**src/rtl/tick_period_meter.sv**
```systemverilog
// tick_period_meter: measures clocks between rising edges of an asynchronous tick,
// with valid/ack handshake, sticky overrun and a stalled flag on counter saturation.
`default_nettype none

module tick_period_meter #(
  parameter int WIDTH = 16
) (
  input  logic             clock,
  input  logic             reset_n,
  input  logic             tick_in,
  input  logic             rd_ack,
  output logic [WIDTH-1:0] period,
  output logic             valid,
  output logic             overrun,
  output logic             stalled
);

  localparam logic [1:0] IDLE    = 2'd0;
  localparam logic [1:0] MEASURE = 2'd1;
  localparam logic [1:0] STALL   = 2'd2;

  localparam logic [WIDTH-1:0] COUNT_MAX = '1;
  localparam logic [WIDTH-1:0] COUNT_ONE = WIDTH'(1);

  logic             s0_q, s1_q, s2_q;
  logic             tick_rise;
  logic [1:0]       state_q, state_d;
  logic [WIDTH-1:0] count_q, count_d;
  logic [WIDTH-1:0] period_q, period_d;
  logic             valid_q, valid_d;
  logic             overrun_q, overrun_d;
  logic             stalled_q, stalled_d;
  logic             complete;

  assign tick_rise = s1_q & ~s2_q;

  // State register, synchronizer and history flop.
  always_ff @(posedge clock or negedge reset_n) begin
    if (!reset_n) begin
      s0_q    <= 1'b0;
      s1_q    <= 1'b0;
      s2_q    <= 1'b0;
      state_q <= IDLE;
    end else begin
      s0_q    <= tick_in;
      s1_q    <= s0_q;
      s2_q    <= s1_q;
      state_q <= state_d;
    end
  end

  always_comb begin
    state_d = state_q;
    case (state_q)
      IDLE:    if (tick_rise) state_d = MEASURE;
      MEASURE: if (!tick_rise && count_q == COUNT_MAX) state_d = STALL;
      STALL:   if (tick_rise) state_d = MEASURE;
      default: state_d = IDLE;
    endcase
  end

  always_comb begin
    count_d   = count_q;
    period_d  = period_q;
    valid_d   = valid_q;
    overrun_d = overrun_q;
    stalled_d = stalled_q;
    complete  = 1'b0;

    case (state_q)
      IDLE: begin
        if (tick_rise) count_d = COUNT_ONE;
      end
      MEASURE: begin
        if (tick_rise) begin
          complete = 1'b1;
          count_d  = COUNT_ONE;
        end else if (count_q == COUNT_MAX) begin
          stalled_d = 1'b1;
        end else begin
          count_d = count_q + COUNT_ONE;
        end
      end
      STALL: begin
        if (tick_rise) begin
          count_d   = COUNT_ONE;
          stalled_d = 1'b0;
        end
      end
      default: count_d = '0;
    endcase

    if (rd_ack && valid_q) begin
      valid_d   = 1'b0;
      overrun_d = 1'b0;
    end

    // A completion outranks a simultaneous ack; overrun only if the old value went unread.
    if (complete) begin
      period_d  = count_q;
      valid_d   = 1'b1;
      overrun_d = valid_q & ~rd_ack;
    end
  end

  always_ff @(posedge clock or negedge reset_n) begin
    if (!reset_n) begin
      count_q   <= '0;
      period_q  <= '0;
      valid_q   <= 1'b0;
      overrun_q <= 1'b0;
      stalled_q <= 1'b0;
    end else begin
      count_q   <= count_d;
      period_q  <= period_d;
      valid_q   <= valid_d;
      overrun_q <= overrun_d;
      stalled_q <= stalled_d;
    end
  end

  assign period  = period_q;
  assign valid   = valid_q;
  assign overrun = overrun_q;
  assign stalled = stalled_q;

endmodule

`default_nettype wire

```
**config.mk**
```make
export PLATFORM = sky130hd
export DESIGN_NAME = tick_period_meter
export DESIGN_NICKNAME = d
export VERILOG_FILES = /design/src/rtl/tick_period_meter.sv
export SDC_FILE = /design/constraint.sdc
export NUM_CORES = 1
export LEC_CHECK = 0
export BUFFER_PORTS_ARGS = -buffer_cell sky130_fd_sc_hd__clkbuf_2
export CAP_MARGIN = 10
export CELL_PAD_IN_SITES_DETAIL_PLACEMENT = 2
export CELL_PAD_IN_SITES_GLOBAL_PLACEMENT = 2
export CORE_ASPECT_RATIO = 1.4
export CORE_MARGIN = 3
export CORE_UTILIZATION = 40
export CTS_BUF_LIST = sky130_fd_sc_hd__clkbuf_16
export CTS_CLUSTER_DIAMETER = 150
export CTS_CLUSTER_SIZE = 24
export DETAILED_ROUTE_END_ITERATION = 12
export GPL_TIMING_DRIVEN = 0
export PLACE_DENSITY_LB_ADDON = 0.1
export SYNTH_ARGS = -nofsm -noshare
export SYNTH_HDL_FRONTEND = slang
export SYNTH_SLANG_ARGS = --single-unit
```
**constraint.sdc**
```tcl
create_clock -name clock -period 3.95 [get_ports clock]
set_input_delay 0.79 -clock clock [delete_from_list [all_inputs] [get_ports clock]]
set_output_delay 0.79 -clock clock [all_outputs]
set_load 0.01 [all_outputs]
```
**After elaboration in Yosys (flattened, before gate mapping)**

Index checks and enable logic that the tools add are counted.

- Register bits after elaboration: 40
- Input bits: 4
- Output and inout port bits: 19
- Logic and storage cells: 49

- Add/subtract/negate cells: 1
- Equality and inequality tests: 9
- Muxes and demuxes: 16
- Bitwise gates (word level): 4
- Reductions and logical operators: 10

Operators by type and width:

| kind | number |
|---|---|
| two-way mux 16 bit | 3 |
| case mux 16 bit (2 select lines) | 1 |
| adder 16 x 1 -> 16 bit (second input constant) | 1 |
| == test 16 bit (second input constant) | 1 |
| two-way mux 1 bit | 8 |
| != test 2 bit (second input constant) | 4 |
| two-way mux 2 bit | 2 |
| case mux 2 bit (2 select lines) | 1 |
| AND reduction 2 bit | 2 |
| AND reduction 4 bit | 1 |
| nonzero test 2 bit | 2 |
| != test 3 bit (second input constant) | 1 |
| bitwise AND 1 bit | 2 |
| == test 2 x 1 -> 1 bit (second input constant) | 1 |
| == test 2 bit (second input constant) | 1 |
| logical AND 1 bit | 2 |
| zero test 2 bit | 1 |
| != test 2 x 1 -> 1 bit (second input constant) | 1 |
| inverter 1 bit | 2 |
| case mux 1 bit (2 select lines) | 1 |
| OR reduction 2 bit | 1 |
| zero test 1 bit | 1 |

**Longest topological paths before layout**

Gate-level depths: netlist (run 1).

- Depth in word-level cells: 6
- Depth in mapped cells: 6
- Depth with buffers taken out: 5

**Least setup slack after synthesis (run 1)**

OpenSTA, ideal clock, no wires.

- Kind: flip-flop to flip-flop
- From: reg count_q[0]
- To: reg count_q[0]
- Data arrival time: 1.760 ns
- Required time: 3.811 ns
- Setup slack: 2.051 ns
- Stages on the path, launching flop included: 7
- Path buffers: 1
- Period minus slack after synthesis: 1.899 ns
- Path through: dfrtp_1 -> ha_1 -> nand4_4 -> or4_4 -> buf_6 -> a211oi_1 -> a211oi_1

- Longest elaborated chain between the ends: 4

RTL lines:

| item | RTL line | text |
|---|---|---|
| start: declaration | 28 | `logic [WIDTH-1:0] count_q, count_d;` |
| start signal: assignment | 114 | `count_q <= count_d;` |
| adder 16 x 1 -> 16 bit | 81 | `count_d = count_q + COUNT_ONE;` |
| two-way mux 16 bit | 78 | `end else if (count_q == COUNT_MAX) begin` |
| two-way mux 16 bit | 75 | `if (tick_rise) begin` |
| case mux 16 bit (2 select lines) | 70 | `case (state_q)` |

Several ways; a longest one is shown, not always the timed one. The select of a mux whose other input is x is not followed.
A chain may end at the register's enable or synchronous reset.

**Worst setup path in the final report (run 1)**

- From: reg count_q[0]
- To: reg count_q[13]

The elaborated chain is that of the path after synthesis.

==> impl_metrics.py, run 1 <==
metrics = {
    "setup_path": {
        "reg2reg_from": "count_q[0]",
        "cp_max_fo": 9,
        "worstSetupEndpointType": "register",
        "cp.required_ns": 4.11,
        "worstSetupStartpointType": "register",
        "arrival_ns": 2.49,
        "reg2reg_depth": 5,
        "r2r_slack_ns": 1.62,
        "critical_path_class": "register to register",
        "r2r_end": "count_q[13]",
    },
    "route": {
        "remaining_drc_errors": 0,
        "drtAntennaViolNets": 0,
        "wl_per_cell_um": 19.98,
        "routed_via_density": 5.959,
        "drt-initial-drc-count": 80,
        "firstDrtPassIters": 4,
        "drt-total-wl_um": 5355,
        "vias": 1597,
    },
    "clocking": {
        "insertion_delay_ns": 0.28,
        "cts.clk_slew.worst_paths_ns": 0.06,
        "clockRootBuffer": "clkbuf_16",
        "postCtsHoldBufs": 0,
        "post-cts-setup-buffer-count": 0,
        "h-tree-depth": 2,
        "tritoncts": "yes",
        "cts.sinks": 40,
        "cts_resized": 0,
        "cts_buffer_depth": 2,
        "cts_buffers": 5,
    },
    "sta": {
        "worst_slew_margin_rel": 0.3484,
        "final.setup.tns_ns": 0,
        "rsz0062_at_grt": "false",
        "fin_skew_ns": 0.005055,
        "min_period_ns": 2.330,
        "hold_viol_final": 0,
        "max_freq_mhz": 429.2,
        "period_share": 0.5899,
        "tightest_slew_ns": 0.9774,
        "finalSetupViolCount": 0,
        "slew_viol_final": 0,
    },
    "floorplan": {
        "dieArea_um2": 5660,
        "row_count": 29,
        "initial_core_util": 0.4184,
        "die_w_um": 64.45,
        "ios": 23,
        "core-area_um2": 4572,
        "die_y_um": 87.83,
    },
    "global_route": {
        "grt_usage": 0.2114,
        "antenna_found_initial": 0,
        "grt_pass1_vias": 1780,
        "gr-total-overflow": 0,
        "grt_pass1_wl_um": 9114,
        "grt_start_max_net_pins": 41,
    },
    "power_and_ir_drop": {
        "vdd_drop_max_v": 0.0003171,
        "power.density_nw_per_um2": 492.6,
        "power_leakage_nw": 1.006,
    },
    "cells_and_area": {
        "utilization": 0.4893,
        "area_growth_pct": 16.94,
        "antenna_cells": 0,
        "nets": 210,
        "layout-drive-gt1-share": 0.2476,
    },
    "placement": {
        "numPortBuffers": 22,
        "finalWeightedCongestion": 0.8124,
        "hpwl_um": 3763,
    },
    "worst_hold_path": {
        "min_to": "s1_q",
        "hp-class": "register to register",
        "hold_path_depth": 0,
        "worstHoldStart": "s0_q",
    },
    "yosys": {
        "syn_inst": 176,
        "syn_area_per_cell_um2": 10.87,
        "synth_top_family_by_area": "simple AND/OR/NAND/NOR gates",
        "seq_area_frac_synth": 0.5232,
        "muxShareOfSynthArea": 0.1046,
        "synth_warnings": 0,
        "synth-adder-area-share": 0.006540,
        "synthSimpleGateAreaFrac": 0.1727,
        "synth_xor_area_frac": 0,
        "yosys.cell_types.count": 43,
        "syn-num-nets": 181,
        "synth_compound_area_frac": 0.1622,
        "synth-seq-cells": 40,
        "synth.cell_area_um2": 1913,
    },
    "status": {
        "status": "finished, final reports clean",
    },
    "run": {
        "maxCapViolations": 0,
    },
}
-- state kept, by name, indices dropped and copies added, names as in the netlist --
name     cells
count_q     16
period      16
state_q      2
overrun      1
s0_q         1
s1_q         1
s2_q         1
stalled      1
valid        1
-- per-stage QoR --
step            power, W  setup WS (ns)  hold slack (ns)  instance area [um2]  instances
2_1_floorplan  0.0006454          2.051           0.3312                 1913        176
3_3_place_gp   0.0007100          1.711           0.3407                 2101        260
3_5_place_dp   0.0007310          1.640           0.3411                 2101        260
4_1_cts         0.001117          1.650           0.3609                 2237        268
5_1_grt         0.001162          1.483           0.3641                 2237        268
6_report        0.001102          1.620           0.3535                 2237        268
-- layer usage --
metal	wire [um]	track usage	vias up
met1	2256	0.2399	840
li1	-	-	722
met4	86	0.07308	0
met3	133	0.04236	8
met2	2878	0.3919	27
met5	0	0	-
-- cells in the final DEF (no fill, tap or decap), types with 4 or more instances in the layout --
| master | instances |
|---|---|
| dfrtp_1 | 40 |
| clkbuf_2 | 22 |
| a31oi_1 | 15 |
| a21oi_1 | 8 |
| clkbuf_16 | 5 |
| o211ai_1 | 4 |
| o21ai_0 | 7 |
| nor2_1 | 7 |
| mux2_2 | 16 |
| inv_1 | 7 |
| nand3_1 | 7 |
| clkbuf_1 | 5 |
| nand2b_1 | 4 |
| nand2_1 | 12 |
-- critical path: stages, from the launching register on --
cell     delay (ns)
dfrtp_1        0.43
ha_1           0.30
nand4_4        0.22
nor4_2         0.77
nor4_1         0.15
a221o_1        0.34
-- synthesized netlist by cell type --
cell       count  area, um2
nor2_1         7      26.28
buf_2          2      10.01
and4_1         1      8.760
ha_1           1      12.51
nor2b_1        2      12.51
inv_1          5      18.77
nor3_1         3      15.01
o211ai_1       4      30.03
mux2i_1        2      20.02
nand3_1        7      35.03
or4_4          1      11.26
o21ai_0        7      35.03
a211oi_1       2      15.01
nor4_2         1      12.51
clkbuf_1       5      18.77
a41oi_1        1      8.760
nand2_1       12      45.04
a311oi_1       1      8.760
or3_1          3      18.77
a21o_1         2      15.01
and2_1         1      6.260
nand2b_1       4      25.02
o22ai_1        1      6.260
a2bb2oi_1      1      8.760
nand4b_1       1      8.760
or2_2          1      6.260
or4_1          2      15.01
o31a_1         1      8.760
and3_1         2      12.51
o31ai_1        1      7.510
nand4_1        3      18.77
a221o_1        1      10.01
nand4_4        1      21.27
nor4_1         3      18.77
o311ai_1       1      8.760
a31oi_1       15      93.84
dfrtp_1       40       1001
mux2_2        16      180.2
nand4_2        1      12.51
a21oi_1        8      40.04
buf_6          1      11.26
o21ai_1        1      5.000
a32oi_1        1      8.760
-- final cells by class --
class                   instances  area [um2]
plain buffers                   8       40.04
clock buffers                   5       125.1
clock inverters                 3       11.26
fillers                       487        2335
inverters                       5       18.77
multi-input cells             123       853.3
flip-flops and latches         40        1001
well taps                      62       77.57
repair buffers                 22       110.1
-- power by group --
part	total [W]	internal (W)	switching, W
clock network	0.000378	0.000227	0.000151
logic	0.000196	0.0000859	0.000110
registers	0.000529	0.000468	0.0000614
-- logic make-up after synthesis --
family / Yosys count
AND/OR/NAND/NOR: 56
AO/OA/AOI/OAI: 48
flip-flops: 40
multiplexers: 18
buffers and inverters: 13
adder cells (fa/ha/maj): 1
-- worst max-delay path by stage --
| stage | from | endpoint | slack [ns] | cells past startpoint |
|---|---|---|---|---|
| global placement | count_q[0] | count_q[13] | 1.71 | 5 |
| global route | count_q[0] | count_q[13] | 1.48 | 5 |
| finish | count_q[0] | count_q[13] | 1.62 | 5 |
| detailed placement | count_q[0] | count_q[13] | 1.64 | 5 |
| floorplan | count_q[0] | count_q[0] | 2.05 | 6 |
| CTS | count_q[0] | count_q[13] | 1.65 | 5 |
(Power assumes the default switching activity.)
==> run 2, diff against run 1 <==
ABC_AREA = 1   (was default)
CORE_UTILIZATION = 34   (was 40)
clock period = 2.3 ns   (was 3.95 ns; I/O delays follow)
==> impl_metrics.py, run 2 <==
metrics = {
    "yosys": {
        "synth.cell_area_um2": 1857,
        "synth-seq-cells": 40,
        "syn_inst": 216,
        "yosys.area.top_type": "dfrtp_1",
        "seq_area_frac_synth": 0.5391,
        "synthArstFlopShare": 1.000,
        "syn-num-nets": 221,
        "synth_most_common_cell": "nand2_1",
        "yosysTopAreaCellShare": 0.5391,
        "synth_warnings": 0,
        "yosys-top-cells-count": "nand2_1, dfrtp_1, inv_1, o21ai_0, nor2_1",
        "ys_top_cells_by_area": "dfrtp_1, nand2_1, o21ai_0, inv_1, nand3_1",
        "yosys.cell_types.count": 25,
        "syn_area_per_cell_um2": 8.596,
        "synth-edff-count": 0,
        "synth_ff_type": "dfrtp_1",
    },
    "floorplan": {
        "die_w_um": 68.46,
        "core-area_um2": 5236,
        "dieArea_um2": 6396,
        "initial_core_util": 0.3546,
        "die_y_um": 93.44,
        "row_count": 31,
        "ios": 23,
    },
    "worst_hold_path": {
        "min_to": "s0_q",
        "hp-class": "input port to register",
        "worstHoldStart": "tick_in",
        "hold_path_depth": 1,
    },
    "global_route": {
        "gr-total-overflow": 0,
        "grt-busiest-layer": "met2",
        "use_met2": 0.3195,
        "met3_usage": 0.03606,
        "grt_pass1_wl_um": 8466,
        "antenna_found_initial": 0,
        "met1_usage": 0.2059,
        "grt_start_max_net_pins": 41,
        "grt_pass1_vias": 1718,
        "grt_usage": 0.1788,
    },
    "setup_path": {
        "reg2reg_from": "s1_q",
        "reg2reg_depth": 6,
        "cp.required_ns": 2.44,
        "worstPathCellList": "inv_1 -> nor2_1 -> nand2_1 -> clkbuf_1 -> nand2_1 -> o21ai_0",
        "r2r_slack_ns": 0.55,
        "cpMostUsedCell": "nand2_1",
        "worstSetupEndpointType": "register",
        "cp.depth": 6,
        "slowest_stage": "clkbuf_1",
        "cpPeakStageDelay_ns": 0.36,
        "cp_max_fo": 10,
        "r2r_end": "period[15]",
        "crit_buf_inv": 2,
        "critical_path_class": "register to register",
        "worstSetupStartpointType": "register",
        "crit_family": "simple AND/OR/NAND/NOR gates",
        "crit_path_start": "s1_q",
        "arrival_ns": 1.89,
    },
    "placement": {
        "finalWeightedCongestion": 0.7367,
        "numPortBuffers": 22,
        "dp_cells": 304,
        "hpwl_um": 3493,
        "pre_cts_slack_ns": 0.5112,
    },
    "power_and_ir_drop": {
        "power.density_nw_per_um2": 789.4,
        "vdd_drop_max_v": 0.0003942,
        "power_leakage_nw": 1.046,
    },
    "sta": {
        "slew_viol_final": 0,
        "fin_skew_ns": 0.004988,
        "max_freq_mhz": 572.4,
        "period_share": 0.7596,
        "final.setup.tns_ns": 0,
        "finalSetupViolCount": 0,
        "setup_slack_ns": 0.5529,
        "worst_slew_margin_rel": 0.3267,
        "min_period_ns": 1.747,
        "tightest_slew_ns": 1.010,
        "rsz0062_at_grt": "false",
        "hold_viol_final": 0,
    },
    "route": {
        "drt-initial-drc-count": 84,
        "firstDrtPassIters": 4,
        "wl_per_cell_um": 15.47,
        "remaining_drc_errors": 0,
        "drt-total-wl_um": 4810,
        "vias": 1555,
        "drtAntennaViolNets": 0,
        "routed_via_density": 5.000,
    },
    "clocking": {
        "cts.clk_slew.worst_paths_ns": 0.05,
        "cts_buffers": 5,
        "cts.sinks": 40,
        "cts_buffer_depth": 2,
        "tritoncts": "yes",
        "clockRootBuffer": "clkbuf_16",
        "h-tree-depth": 2,
        "insertion_delay_ns": 0.28,
        "post-cts-setup-buffer-count": 0,
        "postCtsHoldBufs": 0,
        "cts_resized": 0,
    },
    "cells_and_area": {
        "nets": 250,
        "area_growth_pct": 17.52,
        "layout-drive-gt1-share": 0.1755,
        "antenna_cells": 0,
        "fillCellCount": 623,
        "layout_commonest_cell": "nand2_1",
        "layout_common_cells": "nand2_1, dfrtp_1, inv_1, o21ai_0, clkbuf_2",
        "stdcell_count": 311,
    },
    "status": {
        "status": "finished, final reports clean",
    },
    "run": {
        "maxCapViolations": 0,
    },
}
==> run 2: cell types whose count changed after synthesis, moves of 7 or more <==
cell	change
a21oi_1	-8
a31oi_1	-15
inv_1	+18
mux2_2	-14
nand2_1	+49
nor2_1	+9
o21ai_0	+16
xor2_1	+7
==> run 2: report_power, final <==
group	total, W	leakage (nW)	switching, W	internal, W
Clock	0.000641	0.0648	0.000253	0.000388
Sequential	0.000814	0.537	0.0000457	0.000769
Combinational	0.000267	0.444	0.000173	0.0000945
Total	0.00172	1.05	0.000472	0.00125
==> run 2: how the worst max path moves through the flow <==
stage	slack (ns)	end
detailed placement	0.51	period[11]
finish	0.55	period[15]
floorplan	0.88	count_q[8]
global route	0.26	count_q[15]
CTS	0.47	period[5]
global placement	0.54	period[13]
==> run 2: routing by layer <==
layer	routed length (um)	up-vias
met3	140	6
met2	2618	22
met5	0	-
met4	73	0
li1	-	745
met1	1977	782
==> run 2: worst reg2reg max path, delay by kind of cell (launching register included) <==
kind / cells / cell delay [ns]
flip-flops: 1 / 0.34
AND/OR/NAND/NOR: 3 / 0.78
buffers and inverters: 2 / 0.40
AO/OA/AOI/OAI: 1 / 0.08
==> run 2: cell type report <==
cell class	count	area (um2)	area share
sequential	40	1001	0.4587
multi-input combinational	147	739.5	0.3389
clock buffer	5	125.1	0.05734
timing repair buffer	22	110.1	0.05046
inverter	25	93.84	0.04300
tap	66	82.58	0.03784
buffer	4	22.52	0.01032
clock inverter	2	7.507	0.003440
==> run 2: metrics by stage <==
stage | util | total power, W | hold slack [ns] | instance area, um2
2_1_floorplan | - | 0.0009874 | 0.1644 | 1857
3_3_place_gp | 0.3914 | 0.001088 | 0.3412 | 2049
3_5_place_dp | 0.3914 | 0.001100 | 0.3460 | 2049
4_1_cts | 0.4167 | 0.001765 | 0.2769 | 2182
5_1_grt | 0.4167 | 0.001838 | 0.2772 | 2182
6_report | 0.4167 | 0.001722 | 0.2860 | 2182
==> run 2: cell families (layout without fill, tap and decap cells) <==
group | Yosys count | in the layout | share of synthesized area
AND/OR/NAND/NOR | 106 | 106 | 0.2594
flip-flops | 40 | 40 | 0.5391
AO/OA/AOI/OAI | 31 | 31 | 0.08693
multiplexers | 2 | 2 | 0.01213
adder cells (fa/ha/maj) | 1 | 1 | 0.006737
buffers and inverters | 29 | 58 | 0.06267
XOR/XNOR | 7 | 7 | 0.03302
==> run 3, diff against run 2 <==
CORE_UTILIZATION = 31   (was 34)
clock period = 1.6 ns   (was 2.3 ns; I/O delays follow)
==> impl_metrics.py, run 3 (synthesized netlist as in run 2, its figures left out) <==
metrics = {
    "floorplan": {
        "die_w_um": 71.41,
        "dieArea_um2": 6967,
        "core-area_um2": 5645,
        "die_y_um": 97.57,
        "row_count": 32,
        "ios": 23,
        "initial_core_util": 0.3289,
    },
    "clocking": {
        "h-tree-depth": 2,
        "cts_buffers": 5,
        "cts.sinks": 40,
        "clockRootBuffer": "clkbuf_16",
        "postCtsHoldBufs": 0,
        "tritoncts": "yes",
        "cts.clk_slew.worst_paths_ns": 0.06,
        "cts_buffer_depth": 2,
        "insertion_delay_ns": 0.28,
    },
    "route": {
        "remaining_drc_errors": 0,
        "wl_per_cell_um": 16.00,
        "routed_via_density": 4.881,
        "drtAntennaViolNets": 0,
        "firstDrtPassIters": 4,
        "drt-initial-drc-count": 84,
        "vias": 1606,
        "drt-total-wl_um": 5263,
    },
    "power_and_ir_drop": {
        "seqPwrFrac": 0.421,
        "power_switching_w": 0.0007452,
        "finalPower_w": 0.002782,
        "power.share.clock": 0.398,
        "vdd_drop_max_v": 0.0004492,
        "power.density_nw_per_um2": 1151,
        "p_comb_frac": 0.180,
        "internal_power_w": 0.002036,
        "power_leakage_nw": 1.175,
        "swShare": 0.2679,
    },
    "global_route": {
        "grt_pass1_wl_um": 8742,
        "grt_usage": 0.1591,
        "gr-total-overflow": 0,
        "grt_start_max_net_pins": 41,
        "grt_pass1_vias": 1730,
        "antenna_found_initial": 0,
    },
    "sta": {
        "tightest_slew_ns": 1.030,
        "slew_viol_final": 0,
        "hold_viol_final": 0,
        "holdWs_ns": 0.1457,
        "finalSetupViolCount": 5,
        "fin_skew_ns": 0.005108,
        "min_period_ns": 1.609,
        "setup_slack_ns": -0.008888,
        "rsz0062_at_grt": "true",
        "period_share": 1.006,
        "max_freq_mhz": 621.5,
        "worst_slew_margin_rel": 0.3131,
    },
    "placement": {
        "numPortBuffers": 22,
        "hpwl_um": 3540,
        "finalWeightedCongestion": 0.7375,
        "placed_cell_area_um2": 2052,
        "pre_cts_slack_ns": -0.1736,
    },
    "cells_and_area": {
        "antenna_cells": 0,
        "nets": 265,
        "layout-drive-gt1-share": 0.2912,
        "final_area_um2": 2417,
        "layout_commonest_cell": "nand2_1",
        "layout_common_cells": "nand2_1, dfrtp_1, clkbuf_2",
        "utilization": 0.4282,
        "area_growth_pct": 30.19,
    },
    "setup_path": {
        "critical_path_class": "register to register",
        "worstSetupStartpointType": "register",
        "cp.required_ns": 1.80,
        "arrival_ns": 1.81,
        "cp_max_fo": 5,
        "worstSetupEndpointType": "register",
    },
    "worst_hold_path": {
        "hp-class": "input port to register",
    },
    "run": {
        "maxCapViolations": 0,
    },
    "status": {
        "status": "finished, violations left",
        "violations": "setup timing",
    },
}
run 3: final cells by class:
class | count | area (um2)
Fill cell | 635 | 3228
Sequential cell | 40 | 1001
Multi-Input combinational cell | 147 | 798.3
Timing Repair Buffer | 37 | 240.2
Clock buffer | 5 | 125.1
Inverter | 25 | 100.1
Tap cell | 68 | 85.08
Clock inverter | 3 | 37.54
Buffer | 4 | 30.03
run 3: stage by stage:
| stage | instances | setup TNS (ns) |
|---|---|---|
| 6_report | 329 | -0.03047 |
| 2_1_floorplan | 216 | 0 |
| 3_3_place_gp | 306 | -3.239 |
| 5_1_grt | 329 | -1.746 |
| 3_5_place_dp | 306 | -3.985 |
| 4_1_cts | 320 | -0.05363 |
run 3: worst paths after layout:
path / from / endpoint / slack (ns) / depth (start not counted)
min in group asynchronous: reset_n / period[3] / 0.21 / 1
worst max-delay path: count_q[0] / count_q[4] / -0.009 / 10
worst min register to register: s0_q / s1_q / 0.36 / 0
max in group asynchronous: reset_n / period[11] / 0.76 / 1
worst max register to register: count_q[0] / count_q[4] / -0.009 / 10
worst min-delay path: tick_in / s0_q / 0.15 / 1
run 3: worst max-delay path, cell delays in order (launching register included):
cell,delay (ns)
dfrtp_1,0.36
ha_2,0.21
nand2_4,0.07
nor2_4,0.16
nand2_4,0.08
nor2_4,0.13
nand3_4,0.11
nand2_4,0.13
clkbuf_16,0.17
nand2_2,0.04
o21ai_1,0.07
run 3: what timing repair did:
action                     4_1_cts  5_1_grt
cloned                           0        1
setup buffers                    6        8
gates resized for setup          9       21
pin swaps                        2        7
setup endpoints to repair       32       33
run 3: power by group through the flow:
stage               sequential, W  clock, W  combinational [W]
CTS                       0.00117   0.00113           0.000435
global placement          0.00118         0           0.000383
global route              0.00119   0.00119           0.000562
finish                    0.00117   0.00111           0.000501
floorplan                 0.00120         0           0.000223
detailed placement        0.00119         0           0.000395
run 3: per-layer routing:
metal / up-vias / share of wire / track usage
met3: 6 / 0.030 / 0.02795
met4: 0 / 0.015 / 0.04342
met2: 27 / 0.53 / 0.2734
met5: - / 0 / 0
met1: 799 / 0.43 / 0.2016
li1: 774 / - / -
